File: src/rtl/priority_pkg.sv
// priority_pkg
//   Shared widths and defaults for the priority-code FIFO.
//   CODE_W    : one-hot priority code width (six sources plus "none")
//   IDX_W     : width of a decoded bit position (0..6)
//   DEPTH_DEF : default FIFO depth
//   DROP_W    : width of the saturating drop counter
package priority_pkg;

  localparam int CODE_W    = 7;
  localparam int IDX_W     = 3;
  localparam int DEPTH_DEF = 4;
  localparam int DROP_W    = 8;

  typedef logic [IDX_W-1:0]  idx_t;
  typedef logic [DROP_W-1:0] drop_t;

endpackage

File: src/rtl/onehot_to_idx.sv
// onehot_to_idx
//   Combinational decode of a priority code into the position of its set bit.
//   Ports:
//     code      in  CODE_W  priority code
//     idx       out IDX_W   position of the (highest) set bit
//     is_onehot out 1       exactly one bit of code is set
module onehot_to_idx #(
  parameter int CODE_W = priority_pkg::CODE_W
) (
  input  logic [CODE_W-1:0]             code,
  output logic [priority_pkg::IDX_W-1:0] idx,
  output logic                          is_onehot
);
  import priority_pkg::*;

  localparam int OW = $clog2(CODE_W + 1);

  logic [OW-1:0] ones;

  always_comb begin
    idx  = '0;
    ones = '0;
    for (int i = 0; i < CODE_W; i++) begin
      if (code[i]) begin
        idx  = IDX_W'(i);
        ones = ones + OW'(1);
      end
    end
  end

  assign is_onehot = (ones == OW'(1));

endmodule

File: src/rtl/priority_fifo.sv
// priority_fifo
//   Queues decoded one-hot priority codes. Illegal codes are rejected and
//   latch a sticky error; legal codes that arrive while full are counted.
//   Ports:
//     clk, rst_n          clock, asynchronous active-low reset
//     code, in_valid      input priority code and its qualifier
//     in_ready            FIFO not full
//     out_idx, out_valid  head entry and its qualifier
//     out_ready           consumer takes the head this cycle
//     count               current occupancy
//     err                 sticky: a non-one-hot code was offered
//     drop_cnt            legal codes lost to a full FIFO, saturating
module priority_fifo #(
  parameter int DEPTH  = priority_pkg::DEPTH_DEF,
  parameter int CODE_W = priority_pkg::CODE_W
) (
  input  logic                            clk,
  input  logic                            rst_n,
  input  logic [CODE_W-1:0]               code,
  input  logic                            in_valid,
  output logic                            in_ready,
  output logic [priority_pkg::IDX_W-1:0]  out_idx,
  output logic                            out_valid,
  input  logic                            out_ready,
  output logic [$clog2(DEPTH):0]          count,
  output logic                            err,
  output logic [priority_pkg::DROP_W-1:0] drop_cnt
);
  import priority_pkg::*;

  localparam int PTR_W = $clog2(DEPTH);
  localparam int CNT_W = PTR_W + 1;

  idx_t             mem_q [DEPTH];
  logic [PTR_W-1:0] wr_ptr_q, wr_ptr_d;
  logic [PTR_W-1:0] rd_ptr_q, rd_ptr_d;
  logic [CNT_W-1:0] count_q, count_d;
  logic             err_q, err_d;
  drop_t            drop_q, drop_d;

  idx_t code_idx;
  logic code_onehot;
  logic full, push, pop, drop, bad;

  onehot_to_idx #(.CODE_W(CODE_W)) u_dec (
    .code      (code),
    .idx       (code_idx),
    .is_onehot (code_onehot)
  );

  assign full = (count_q == CNT_W'(DEPTH));
  assign push = in_valid && !full && code_onehot;
  assign pop  = (count_q != '0) && out_ready;
  // A full FIFO refuses legal codes even when the head is popped in the
  // same cycle, so in_ready never depends on out_ready.
  assign drop = in_valid && code_onehot && full;
  assign bad  = in_valid && !code_onehot;

  always_comb begin
    wr_ptr_d = push ? wr_ptr_q + PTR_W'(1) : wr_ptr_q;
    rd_ptr_d = pop  ? rd_ptr_q + PTR_W'(1) : rd_ptr_q;
    count_d  = count_q;
    case ({push, pop})
      2'b10:   count_d = count_q + CNT_W'(1);
      2'b01:   count_d = count_q - CNT_W'(1);
      default: count_d = count_q;
    endcase
    err_d  = err_q | bad;
    drop_d = (drop && (drop_q != '1)) ? drop_q + DROP_W'(1) : drop_q;
  end

  always_ff @(posedge clk or negedge rst_n) begin
    if (!rst_n) begin
      wr_ptr_q <= '0;
      rd_ptr_q <= '0;
      count_q  <= '0;
      err_q    <= 1'b0;
      drop_q   <= '0;
      for (int i = 0; i < DEPTH; i++) mem_q[i] <= '0;
    end else begin
      wr_ptr_q <= wr_ptr_d;
      rd_ptr_q <= rd_ptr_d;
      count_q  <= count_d;
      err_q    <= err_d;
      drop_q   <= drop_d;
      if (push) mem_q[wr_ptr_q] <= code_idx;
    end
  end

  assign in_ready  = !full;
  assign out_valid = (count_q != '0);
  assign out_idx   = mem_q[rd_ptr_q];
  assign count     = count_q;
  assign err       = err_q;
  assign drop_cnt  = drop_q;

endmodule

File: config.mk
export PLATFORM = sky130hd
export DESIGN_NAME = priority_fifo
export DESIGN_NICKNAME = d
export VERILOG_FILES = /design/src/rtl/priority_pkg.sv /design/src/rtl/onehot_to_idx.sv /design/src/rtl/priority_fifo.sv
export SDC_FILE = /design/constraint.sdc
export NUM_CORES = 1
export LEC_CHECK = 0
export ABC_AREA = 1
export CORE_ASPECT_RATIO = 1.1
export CORE_MARGIN = 4
export CORE_UTILIZATION = 45
export DETAILED_ROUTE_END_ITERATION = 8
export PLACE_DENSITY = 0.74
export SLEW_MARGIN = 0
export SYNTH_ARGS = -nofsm -noshare
export SYNTH_HDL_FRONTEND = slang
export SYNTH_SLANG_ARGS = --single-unit
File: constraint.sdc
create_clock -name clk -period 2.3 [get_ports clk]
set_clock_uncertainty 0.2 [all_clocks]
set_input_delay 0.575 -clock clk [delete_from_list [all_inputs] [get_ports clk]]
set_output_delay 0.575 -clock clk [all_outputs]
set_load 0.03 [all_outputs]
==> results.ini <==
[synth]
ys_top_cells_by_count = nand2_1 (70), dfrtp_1 (28), nand4_1 (25)
async_reset_ff_frac = 1.00
synth-edff-count = 0
ys.warnings.count = 0
yosysSeqAreaShare = 0.369
post_synth_main_area_contributors = dfrtp_1 (37%), nand2_1 (14%), nand4_1 (8.2%)
yosysTopAreaCellShare = 0.369
yosysMostFrequentCell = nand2_1
synth_nets = 266
synth_cell_types = 31
synth_cells = 242
netlist_area_um2 = 1900
avgSynthCellArea_um2 = 7.84
synth-main-ff-cell = dfrtp_1
yosysTopAreaCell = dfrtp_1
ys_ff_latch = 28

[routing]
dr.pass1.iters = 7
drt_wl_total_um = 5180
drt_iter0_drc = 147
ant_nets = 0
routed-via-count = 1941
via_per_inst = 5.26
drc = 0
wl_per_cell_um = 14.0

[critical_path]
cp-end-kind = flip-flop
cp_max_fo = 4
worstPathRequired_ps = 2280
critPathMaxStageDelay_ps = 350
critPathArrivalTime_ps = 4250
critPathTopFamily = adder cells
cp_common_cell = nand2_2
start_kind = primary input
crit_type = in -> reg
startpoint = code[1]
cp_slowest_cell = fa_2
cp_num_buf_inv = 7
reg2reg_from = count[0]

[clock_tree]
clk_latency_ps = 290
cts_hold_buf = 0
cts.clk_slew.worst_paths_ps = 110
cts_sinks = 28
clockBufferDepth = 2
cts_tree = built
cts_root_buffer = clkbuf_8
cts_max_level = 1
cts_buffers = 3

[floorplanning]
initial_utilization = 0.471
die_area_um2 = 5320
die_h_um = 76.1
fp.dieW_um = 69.9
io_pins = 28
rows = 24
core-area_um2 = 4020

[sta]
setup_violations = 26
period_needed_ps = 4280
max-slew-margin-rel = 0.649
fmax_mhz = 234
tns_ps = -42630
drv_slew = 0
fin_crit_sh = 1.86
hold_violations = 0
rsz0062_at_grt = yes
worstMarginPinSlew_ps = 520
worst_slack_ps = -1980

[worst_hold_path]
hp-class = reg -> reg
hp-start = mem_q[7]

[power]
cellLeakagePower_uw = 0.00142
p_total_uw = 2790
vdd_drop_max_mv = 0.677
power.density_nw_per_um2 = 966

[grt]
grt_usage = 0.192
grt_pass1_vias = 1868
grt_pass1_wl_um = 8580
grt_overflow = 0
grt_max_degree = 29
grt_antenna_before_repair = 0

[run_status]
violations = setup timing
status = finished with violations

[placed_design]
port_buffers = 27
gp_congestion = 0.758
dp_hpwl_um = 3300

[final_layout]
multi_input_area_um2 = 1190
regArea_um2 = 702
diodes = 0
num-nets-final = 342
drive_gt1_frac = 0.319
area_growth_pct = 52.2
nFillCells = 311

[job]
drv_cap = 0

layout make-up:
cell class	instances	area share
clock buffers	4	0.0191
well taps	52	0.0225
multi-input cells	183	0.411
inverters	26	0.0390
repair buffers	76	0.265
flip-flops and latches	28	0.243
placed cells by master (no fill, tap or decap), types with 2 or more instances in the layout:
master           Yosys  final
nand2_1             70     64
buf_4                0     40
dfrtp_1             28     27
nand4_1             25     25
clkdlybuf4s50_1      0     19
inv_1               24     18
nand3_1             15     12
nand2_2              6     11
xor2_1              11     11
nor2_1              10     10
o21ai_0             11      9
nand3_2              4      7
ha_1                12      7
inv_2                2      6
buf_6                2      6
ha_4                 0      5
clkbuf_8             0      4
buf_12               0      4
o22ai_1              3      3
buf_16               0      3
a21oi_2              1      2
o21ai_1              1      2
dlygate4sd2_1        0      2
state kept, by name, summed over array words and instances, names as in the netlist:
signal,flops
mem_q,12
drop_cnt,8
count,3
rd_ptr_q,2
wr_ptr_q,2
err,1
power breakdown:
part / switching, uW / leakage [uW] / internal [uW]
clock network: 162 / 0.0000288 / 154
registers: 170 / 0.000352 / 673
logic: 897 / 0.00104 / 732
total: 1230 / 0.00142 / 1560
worst paths after layout:
| check | end | slack (ps) | cells past startpoint |
|---|---|---|---|
| min reg2reg | mem_q[7] | 290 | 2 |
| min in group asynchronous | drop_cnt[5] | 460 | 2 |
| max reg2reg | count[2] | 60 | 9 |
| max in group asynchronous | rd_ptr_q[0] | 1140 | 2 |
| min | mem_q[7] | 290 | 2 |
| max | count[2] | -1980 | 32 |
per-stage QoR:
step	instance area [um2]	instances	setup WS [ps]	util	hold slack, ps
floorplan	1970	242	-2070	-	79.4
global placement	2490	347	-2720	0.619	259
CTS	2820	367	-1930	0.700	289
finish	2890	369	-1980	0.717	285
global route	2890	369	-2200	0.717	299
detailed placement	2490	347	-2810	0.619	265
logic make-up after synthesis:
| kind of cell | count (synthesis) | synth area share |
|---|---|---|
| flip-flops | 28 | 0.369 |
| XOR/XNOR | 12 | 0.0554 |
| buffers and inverters | 31 | 0.0699 |
| AND/OR/NAND/NOR | 138 | 0.354 |
| adder cells (fa/ha/maj) | 13 | 0.0897 |
| AO/OA/AOI/OAI | 20 | 0.0620 |
layer usage:
| metal | vias up | track usage | routed length, um |
|---|---|---|---|
| met5 | - | 0 | 0 |
| met4 | 0 | 0.0670 | 116 |
| li1 | 962 | - | - |
| met2 | 64 | 0.344 | 2760 |
| met3 | 13 | 0.0198 | 181 |
| met1 | 902 | 0.238 | 2110 |
timing repair:
action,in CTS,in global routing
pin swaps,9,11
buffers inserted,18,5
setup endpoints to repair,28,28
gates resized for setup,40,11
hold endpoints to repair,0,0
cloned,3,0
worst min-delay path: cells and delay by family, from the launching register on:
family           cells  cell delay, ps
flip-flops           1             350
AND/OR/NAND/NOR      2             100
Power figures use the tool's default switching activity.
